### config.mk
export PLATFORM = sky130hd
export DESIGN_NAME = rw_bus_initiator
export DESIGN_NICKNAME = d
export VERILOG_FILES = /design/src/rtl/rw_bus_initiator.sv
export SDC_FILE = /design/constraint.sdc
export NUM_CORES = 1
export LEC_CHECK = 0
export CAP_MARGIN = 20
export CORE_MARGIN = 8
export CORE_UTILIZATION = 35
export CTS_CLUSTER_SIZE = 40
export DETAILED_ROUTE_END_ITERATION = 8
export PLACE_DENSITY_LB_ADDON = 0.08
export RECOVER_POWER = 25
export SYNTH_ARGS = -nofsm -noshare
export SYNTH_HDL_FRONTEND = slang
export SYNTH_SLANG_ARGS = --single-unit
export TNS_END_PERCENT = 1
### constraint.sdc
create_clock -name clk -period 2.65 [get_ports clk]
set_input_delay 0.265 -clock clk [delete_from_list [all_inputs] [get_ports clk]]
set_output_delay 0.265 -clock clk [all_outputs]
set_load 0.01 [all_outputs]
### src/rtl/rw_bus_initiator.sv
// rw_bus_initiator
//   Turns one command from a local requester into a fixed-timing
//   SETUP/ACCESS/WAIT transfer on a simple chip-select bus. It then holds the
//   result in RESP until the requester takes it.
//
//   Ports
//     clk, reset_b              clock, async active-low reset
//     cmd_valid/ready           command handshake
//     cmd_write, cmd_addr, cmd_wdata   command fields
//     resp_valid/ready          response handshake
//     resp_write, resp_rdata    response fields (rdata is 0 for writes)
//     cs, write, bus_addr, bus_wdata, bus_rdata   responder bus
//     busy                      any state other than IDLE
//     xfer_count                completed transfers, wraps at 16 bits
module rw_bus_initiator #(
    parameter int AW = 8,
    parameter int DW = 8
) (
    input  logic          clk,
    input  logic          reset_b,
    input  logic          cmd_valid,
    output logic          cmd_ready,
    input  logic          cmd_write,
    input  logic [AW-1:0] cmd_addr,
    input  logic [DW-1:0] cmd_wdata,
    output logic          resp_valid,
    input  logic          resp_ready,
    output logic          resp_write,
    output logic [DW-1:0] resp_rdata,
    output logic          cs,
    output logic          write,
    output logic [AW-1:0] bus_addr,
    output logic [DW-1:0] bus_wdata,
    input  logic [DW-1:0] bus_rdata,
    output logic          busy,
    output logic [15:0]   xfer_count
);

    typedef enum logic [2:0] {
        IDLE   = 3'd0,
        SETUP  = 3'd1,
        ACCESS = 3'd2,
        WAIT   = 3'd3,
        RESP   = 3'd4
    } state_t;

    state_t state;

    // cmd_ready is gated by reset_b. The state register already reads IDLE
    // while reset is held, but no command may be offered until release.
    assign cmd_ready = (state == IDLE) && reset_b;

    // Bus and handshake outputs are registered alongside the state. Each one
    // is loaded with the value its next state needs.
    always_ff @(posedge clk or negedge reset_b) begin
        if (!reset_b) begin
            state      <= IDLE;
            cs         <= 1'b0;
            write      <= 1'b0;
            resp_valid <= 1'b0;
            resp_write <= 1'b0;
            resp_rdata <= '0;
            bus_addr   <= '0;
            bus_wdata  <= '0;
            busy       <= 1'b0;
            xfer_count <= 16'd0;
        end else begin
            case (state)
                IDLE: begin
                    if (cmd_valid) begin
                        state     <= SETUP;
                        cs        <= 1'b1;
                        write     <= cmd_write;
                        bus_addr  <= cmd_addr;
                        bus_wdata <= cmd_wdata;
                        busy      <= 1'b1;
                    end
                end
                SETUP: begin
                    state <= ACCESS;
                end
                ACCESS: begin
                    state <= WAIT;
                    cs    <= 1'b0;
                end
                WAIT: begin
                    // write still carries the latched type here. The response
                    // takes it before it is dropped for RESP.
                    state      <= RESP;
                    write      <= 1'b0;
                    resp_valid <= 1'b1;
                    resp_write <= write;
                    resp_rdata <= write ? '0 : bus_rdata;
                end
                RESP: begin
                    if (resp_ready) begin
                        state      <= IDLE;
                        resp_valid <= 1'b0;
                        busy       <= 1'b0;
                        xfer_count <= xfer_count + 16'd1;
                    end
                end
                default: begin
                    state      <= IDLE;
                    cs         <= 1'b0;
                    write      <= 1'b0;
                    resp_valid <= 1'b0;
                    busy       <= 1'b0;
                end
            endcase
        end
    end

endmodule

Yosys cells after proc, flatten, opt, wreduce, memory -nomap -nowiden

Index checks and enable logic that the tools add are counted.

Logic and storage cells: 45
Flip-flop bits (word level): 48

Bitwise operators: 4
Add/subtract/negate cells: 1
Equality and inequality tests: 6
Reductions and logical operators: 13
Multiplexer cells: 11

Operator list:

| cell                  | count |
|---|---|
| $add 16x1->16 const B | 1 |
| $pmux 3 s5            | 1 |
| $reduce_and 2->1      | 6 |
| $reduce_or 3->1       | 4 |
| $mux 8                | 1 |
| $eq 3x2->1 const B    | 2 |
| $mux 3                | 2 |
| $pmux 1 s3            | 2 |
| $ne 2x2->1 const B    | 2 |
| $not 1->1             | 4 |
| $pmux 1 s2            | 2 |
| $eq 3x1->1 const B    | 1 |
| $eq 3x3->1 const B    | 1 |
| $logic_not 3->1       | 1 |
| $mux 1                | 3 |
| $reduce_and 3->1      | 1 |
| $logic_and 1x1->1     | 1 |

Logic depth before layout (Yosys ltp)

Gate-level depths: netlist (run 1).

Depth in word-level cells: 4
Gate-level depth with buffers: 6

Worst setup path after synthesis (run 1)

Ideal clock, no wire load.

Kind: register to register
From: register state[2]
To: register bus_addr[0]
Setup slack: 0.997 ns
Clock period less this slack: 1.653 ns
Setup time: 0.125 ns
Cell stages (with the launch flop): 5
Arrival time: 1.528 ns
Cell sequence: dfrtp_1 > and2b_2 > nor3b_2 > buf_4 > mux2_2

Word-level cells in the longest chain between the ends: 2

RTL lines:

| what                       | RTL line | text |
|---|---|---|
| from (decl)                | 47       | `state_t state;` |
| from (signal assigned)     | 57       | `state <= IDLE;` |
| from (signal assigned)     | 71       | `state <= SETUP;` |
| from (signal assigned)     | 80       | `state <= ACCESS;` |
| $logic_not 3->1            | 68       | `case (state)` |
| $reduce_and 2->1 (no line) | n/a      |  |
| to (signal assigned)       | 74       | `bus_addr <= cmd_addr;` |
| to (decl)                  | 32       | `output logic [AW-1:0] bus_addr,` |

Every way passes these cells.
A chain may end at the register's enable or synchronous reset.

Worst setup path in the final report (run 1)

From: register state[0]
To: output cmd_ready

Word-level cells in the longest chain between the ends: 2

RTL lines:

| what              | RTL line | text |
|---|---|---|
| $logic_not 3->1   | 51       | `assign cmd_ready = (state == IDLE) && reset_b;` |
| $logic_and 1x1->1 | 51       |  |
| to (decl)         | 22       | `output logic cmd_ready,` |

Every way passes these cells.

==> out/results.ini, run 1 <==
[global_routing]
grt_pass1_vias = 1540
grt_pass1_wl_um = 7570
grt_max_degree = 49
grt_usage_pct = 11.0
antenna_found_initial = 1
gr-total-overflow = 0

[yosys]
syn_nets = 201
yosysWarnings = 0
synth-edff-count = 0
ys.flop_type = dfrtp_1
synth.area.top_cells = dfrtp_1 (59%), mux2_2 (9.4%), xnor2_1 (4.3%), nand2_1 (4.2%), o21ai_0 (2.7%)
synth_cell_types = 31
yosys.area.top_type = dfrtp_1
synth.top_cells.by_count = dfrtp_1 (48), nand2_1 (23), mux2_2 (17)
async_flop_share_pct = 100
synth_top_area_share_pct = 58.9
syn_avg_cell_area_um2 = 11.9
syn_area_mm2 = 0.00204
synth-seq-area-share_pct = 58.9
synth_seq_cells = 48
syn_inst = 171
yosysMostFrequentCell = dfrtp_1

[clock_tree]
holdBufCountCts = 0
cts_resized = 0
ctsRootBufferMaster = clkbuf_8
numCtsBuffers = 5
clk_latency_ns = 0.29
cts_sinks = 48
cts.clk_slew.worst_paths_ns = 0.09
post_cts_buffers = 0
cts_tree = yes
max-clock-path-buffers = 2
h-tree-depth = 2

[min_path]
min_path_type = in -> async

[layout]
drive_gt1_share_pct = 12.9
num_antenna_cells = 0
multi_input_area_um2 = 786
design_area_mm2 = 0.00294
nets = 278
register_area_mm2 = 0.00120
fillCellCount = 556
syn_to_final_growth_pct = 43.9

[power]
clkPwrFrac_pct = 15.6
comb_power_share_pct = 41.5
vdd_ir_drop_max_uv = 419
p_int_mw = 1.93
netSwitchingFraction_pct = 31.8
total_power_mw = 2.84
p_leak_nw = 1.25
power_density_mw_per_mm2 = 966
p_sw_mw = 0.902
power_frac_seq_pct = 42.9

[floorplanning]
core_mm2 = 0.00578
die_area_mm2 = 0.00853
die_h_um = 92.4
die_w_um = 92.4
io_pins = 75
start_util_pct = 35.3
num_rows = 28

[placement]
gp_congestion = 0.737
placed_area_mm2 = 0.00285
dp.final_hpwl_um = 3470
io_buffers = 74

[sta]
hold_violations = 0
fin_crit_sh_pct = 77.2
rsz0062_at_grt = no
max_slew.worst_pin.slew_ns = 1.18
relSlewSlack_pct = 21.3
period_needed_ns = 2.05
skew_ns = 0.00694
timing.fmax_mhz = 489
drv_slew = 0
setup_viol = 0
tns_ns = 0

[setup_path]
arrival_ns = 1.78
worst-r2r-cell-count = 4
r2r-start = state[1]
critPathRequiredTime_ns = 2.38
path_class = reg -> out
r2r_slack_ns = 0.83
start_kind = flip-flop
path_max_fanout = 13
r2r_end = xfer_count[11]
endpoint_kind = primary output

[detailed_routing]
drtPass1Iterations = 4
routed_wl_um = 4640
drc = 0
wl_per_cell_um = 14.3
dr_total_vias = 1494
drt_iter0_drc = 28
drtAntennaViolNets = 0
post_drt_via_cell_ratio = 4.61

[flow_run]
cap_violations = 0

[outcome]
run_status = finished, final reports clean

## logic make-up (layout without fill, tap and decap cells)
family / after synthesis / after routing / share of synthesized area, %
AO/OA/AOI/OAI: 17 / 17 / 4.54
XOR/XNOR: 16 / 16 / 6.87
adder cells (fa/ha/maj): 1 / 1 / 0.613
buffers and inverters: 11 / 89 / 2.64
flip-flops: 48 / 48 / 58.9
multiplexers: 17 / 17 / 9.38
AND/OR/NAND/NOR: 61 / 61 / 17.1
## sequential cells by signal, indices dropped and copies added, names as in the netlist
name	count
bus_wdata	8
cs	1
resp_rdata	8
xfer_count	16
resp_valid	1
bus_addr	8
write	1
state	3
resp_write	1
busy	1
## power groups by stage
stage	Sequential [mW]	Clock, mW	Combinational, mW
global route	1.27	0.484	1.28
finish	1.22	0.442	1.18
detailed placement	1.23	0	1.20
CTS	1.22	0.463	1.21
floorplan	1.27	0	0.526
global placement	1.23	0	1.19
## cells in the final DEF, fill, tap and decap left out
cell / count
clkdlybuf4s50_1: 73
dfrtp_1: 48
nand2_1: 23
mux2_2: 17
o21ai_0: 11
xnor2_1: 10
nand2b_1: 8
nor2_1: 6
xor2_1: 6
clkbuf_8: 6
nor3_1: 5
inv_1: 5
nand4_1: 5
a21oi_1: 3
clkbuf_1: 3
nor4b_1: 2
and2b_2: 2
and3_1: 2
nand3_1: 2
and4bb_2: 1
nand4bb_4: 1
nor3b_2: 1
o32ai_1: 1
or4_4: 1
nor4_1: 1
nor2_2: 1
a31oi_1: 1
o31ai_1: 1
ha_1: 1
buf_4: 1
clkbuf_2: 1
## cell type report
type / instances / share of cell area (%)
Tap cell: 75 / 3.20
Inverter: 5 / 0.639
Sequential cell: 48 / 40.9
Timing Repair Buffer: 76 / 25.4
Multi-Input combinational cell: 112 / 26.8
Clock buffer: 8 / 3.07
## per-layer routing
layer,global-route usage [%],vias to the layer above,part of all wire (%)
met1,12.9,708,44
met4,4.03,2,0.71
met3,4.69,6,9.1
met2,17.5,45,46
li1,-,733,-
met5,0,-,0.19
## through the flow
stage / worst slack [ns] / hold slack [ns] / utilization, % / instances
2_1_floorplan: 0.997 / -0.0306 / - / 171
3_3_place_gp: 0.705 / 0.436 / 49.3 / 316
3_5_place_dp: 0.683 / 0.435 / 49.3 / 316
4_1_cts: 0.561 / 0.111 / 50.9 / 324
5_1_grt: 0.467 / 0.465 / 50.8 / 324
6_report: 0.603 / 0.321 / 50.8 / 324
## worst max-delay path, cell delays in order, from the launching register on
cell and delay, ns:
dfrtp_1 0.53, nor4b_1 0.36, clkdlybuf4s50_1 0.60
## worst max path at each step
stage	startpoint	to	slack [ns]	depth (start not counted)
3_5_place_dp	resp_ready	xfer_count[11]	0.68	5
6_report	state[0]	cmd_ready	0.60	2
5_1_grt	state[0]	cmd_ready	0.47	2
2_1_floorplan	state[2]	bus_addr[0]	1.0	4
3_3_place_gp	resp_ready	xfer_count[15]	0.70	5
4_1_cts	state[0]	cmd_ready	0.56	2
No activity file was read; power rests on OpenSTA's default activity.
==> run 2, diff against run 1 <==
==> constraint.sdc (replaced) <==
create_clock -name clk -period 1.7 [get_ports clk]
set_input_delay 0.17 -clock clk [delete_from_list [all_inputs] [get_ports clk]]
set_output_delay 0.17 -clock clk [all_outputs]
set_load 0.01 [all_outputs]
==> out/results.ini, run 2 (synthesis gave the netlist of run 1 again) <==
[outcome]
run_status = finished, final reports clean

[power]
p_int_mw = 3.17  ; +64%
clkPwrFrac_pct = 14.9  ; -0.7 points
vdd_ir_drop_max_uv = 679  ; +62%
p_leak_nw = 1.34  ; +7.0%
power_density_mw_per_mm2 = 1500  ; +55%
netSwitchingFraction_pct = 31.3  ; -0.47 points
p_sw_mw = 1.45  ; +60%
power_frac_seq_pct = 38.9  ; -4.0 points
comb_power_share_pct = 46.2  ; +4.7 points

[sta]
max_slew.worst_pin.slew_ns = 1.19  ; +0.00886 ns
skew_ns = 0.00770  ; +0.000766 ns
drv_slew = 0  ; unchanged
rsz0062_at_grt = no
relSlewSlack_pct = 20.8  ; -0.59 points
hold_violations = 0  ; unchanged
period_needed_ns = 1.61
fin_crit_sh_pct = 94.6
hold_ws_ns = 0.218  ; -0.103 ns
timing.fmax_mhz = 622
setup_viol = 0  ; unchanged

[global_routing]
grt_usage_pct = 11.9  ; +0.91 points
antenna_found_initial = 0  ; -1
grt_max_degree = 49  ; unchanged
grt_pass1_vias = 1610  ; +4.5%
grt_pass1_wl_um = 8160  ; +7.7%
gr-total-overflow = 0  ; unchanged

[layout]
num_antenna_cells = 0  ; unchanged
largest_register_ffs = 16  ; unchanged
layout_commonest_cell = clkdlybuf4s50_1
syn_to_final_growth_pct = 50.6
design_area_mm2 = 0.00307  ; +4.7%
nets = 294  ; +5.8%
regMostFlops = xfer_count
drive_gt1_share_pct = 18.5  ; +5.6 points
final_cell_mix = clkdlybuf4s50_1 (72), dfrtp_1 (48), nand2_1 (23), mux2_2 (17), buf_4 (16)

[floorplanning]
core_mm2 = 0.00578  ; unchanged
io_pins = 75  ; unchanged
die_area_mm2 = 0.00853  ; unchanged
start_util_pct = 35.3  ; unchanged
num_rows = 28  ; unchanged
die_h_um = 92.4  ; unchanged
die_w_um = 92.4  ; unchanged

[placement]
dp.final_hpwl_um = 3590  ; +3.5%
gp_congestion = 0.751  ; +1.9%
placed_area_mm2 = 0.00298  ; +4.7%
io_buffers = 74  ; unchanged

[clock_tree]
numCtsBuffers = 5  ; unchanged
max-clock-path-buffers = 2  ; unchanged
h-tree-depth = 2  ; unchanged
cts.clk_slew.worst_paths_ns = 0.09  ; about the same
post_cts_buffers = 0  ; unchanged
clk_latency_ns = 0.30  ; about the same
ctsRootBufferMaster = clkbuf_8
cts_sinks = 48  ; unchanged
cts_tree = yes

[setup_path]
crit_chain = nand4bb_4 > or4_4 > nor2_1 > xor2_1
slowest_stage = or4_4
arrival_ns = 1.83  ; +0.05 ns
endpoint_kind = flip-flop
critPathRequiredTime_ns = 1.92  ; -0.46 ns
start_kind = flip-flop
path_max_fanout = 4  ; -9
path_class = reg -> reg
cpPeakStageDelay_ns = 0.57  ; -0.03 ns

[flow_run]
cap_violations = 0  ; unchanged

[detailed_routing]
drt_iter0_drc = 20  ; -29%
post_drt_via_cell_ratio = 4.54  ; -1.5%
dr_total_vias = 1545  ; +3.4%
drtAntennaViolNets = 0  ; unchanged
drc = 0  ; unchanged
wl_per_cell_um = 13.9  ; -2.5%
routed_wl_um = 4740  ; +2.3%
drtPass1Iterations = 4  ; unchanged

[min_path]
min_path_type = in -> async

-- run 2: changes by cell type in the layout (fill, tap and decap cells not counted) --
cell / delta
buf_4: +15
nor4b_1: -1
buf_12: +1
clkdlybuf4s50_1: -1
nor4b_2: +1
dlygate4sd2_1: +1
-- run 2: area by class of cell --
cell class	count	area, µm²
fill	545	2710
sequential	48	1200
timing repair buffer	92	878
clock buffer	8	90.1
tap	75	93.8
inverter	5	18.8
multi-input combinational	112	792
-- run 2: metrics by stage --
| stage | cells | power [mW] | setup WS (ns) | util, % | setup TNS [ns] |
|---|---|---|---|---|---|
| final | 340 | 4.62 | 0.0911 | 53.2 | 0 |
| after global routing | 340 | 4.97 | 0.00250 | 53.2 | 0 |
| after CTS | 340 | 4.71 | 0.0685 | 53.2 | 0 |
| after detailed placement | 332 | 3.99 | -0.0976 | 51.6 | -0.397 |
| after global placement | 332 | 3.98 | -0.0798 | 51.6 | -0.302 |
| after floorplan | 171 | 2.80 | 0.0470 | - | 0 |
-- run 2: metal layers --
layer	vias to the layer above	share of wire [%]	global-route usage, %	wire [µm]
met5	-	0	0	0
met4	0	1.1	3.36	53
met3	6	7.9	4.77	374
met2	48	44	18.1	2090
met1	720	47	15.2	2230
li1	771	-	-	-
-- run 2: what timing repair did --
item                       CTS  global route
gates resized for setup      2             0
hold buffers                 0             0
pin swaps                    0             1
setup endpoints to repair    1             1
-- run 2: worst paths after layout --
kind                                from        endpoint  slack [ns]  cells after the start
max                             state[1]  xfer_count[11]        0.09                      4
min                              reset_b        state[0]        0.22                      2
max reg2reg                     state[1]  xfer_count[11]        0.09                      4
min reg2reg                resp_rdata[1]   resp_rdata[1]        0.48                      2
max in group asynchronous        reset_b   xfer_count[8]        0.75                      2
min in group clk            bus_rdata[3]   resp_rdata[3]        0.43                      3
-- run 2: worst max-delay path, delay by kind of cell, from the launching register on --
kind	cells	cell delay (ns)
XOR/XNOR	1	0.15
flip-flops	1	0.43
AND/OR/NAND/NOR	3	0.95
-- run 2: power by group through the flow --
stage | Sequential, mW | Combinational [mW] | Clock [mW]
2_1_floorplan | 1.98 | 0.820 | 0
3_3_place_gp | 1.80 | 2.17 | 0
3_5_place_dp | 1.82 | 2.18 | 0
4_1_cts | 1.80 | 2.18 | 0.724
5_1_grt | 1.87 | 2.33 | 0.769
6_report | 1.79 | 2.13 | 0.690
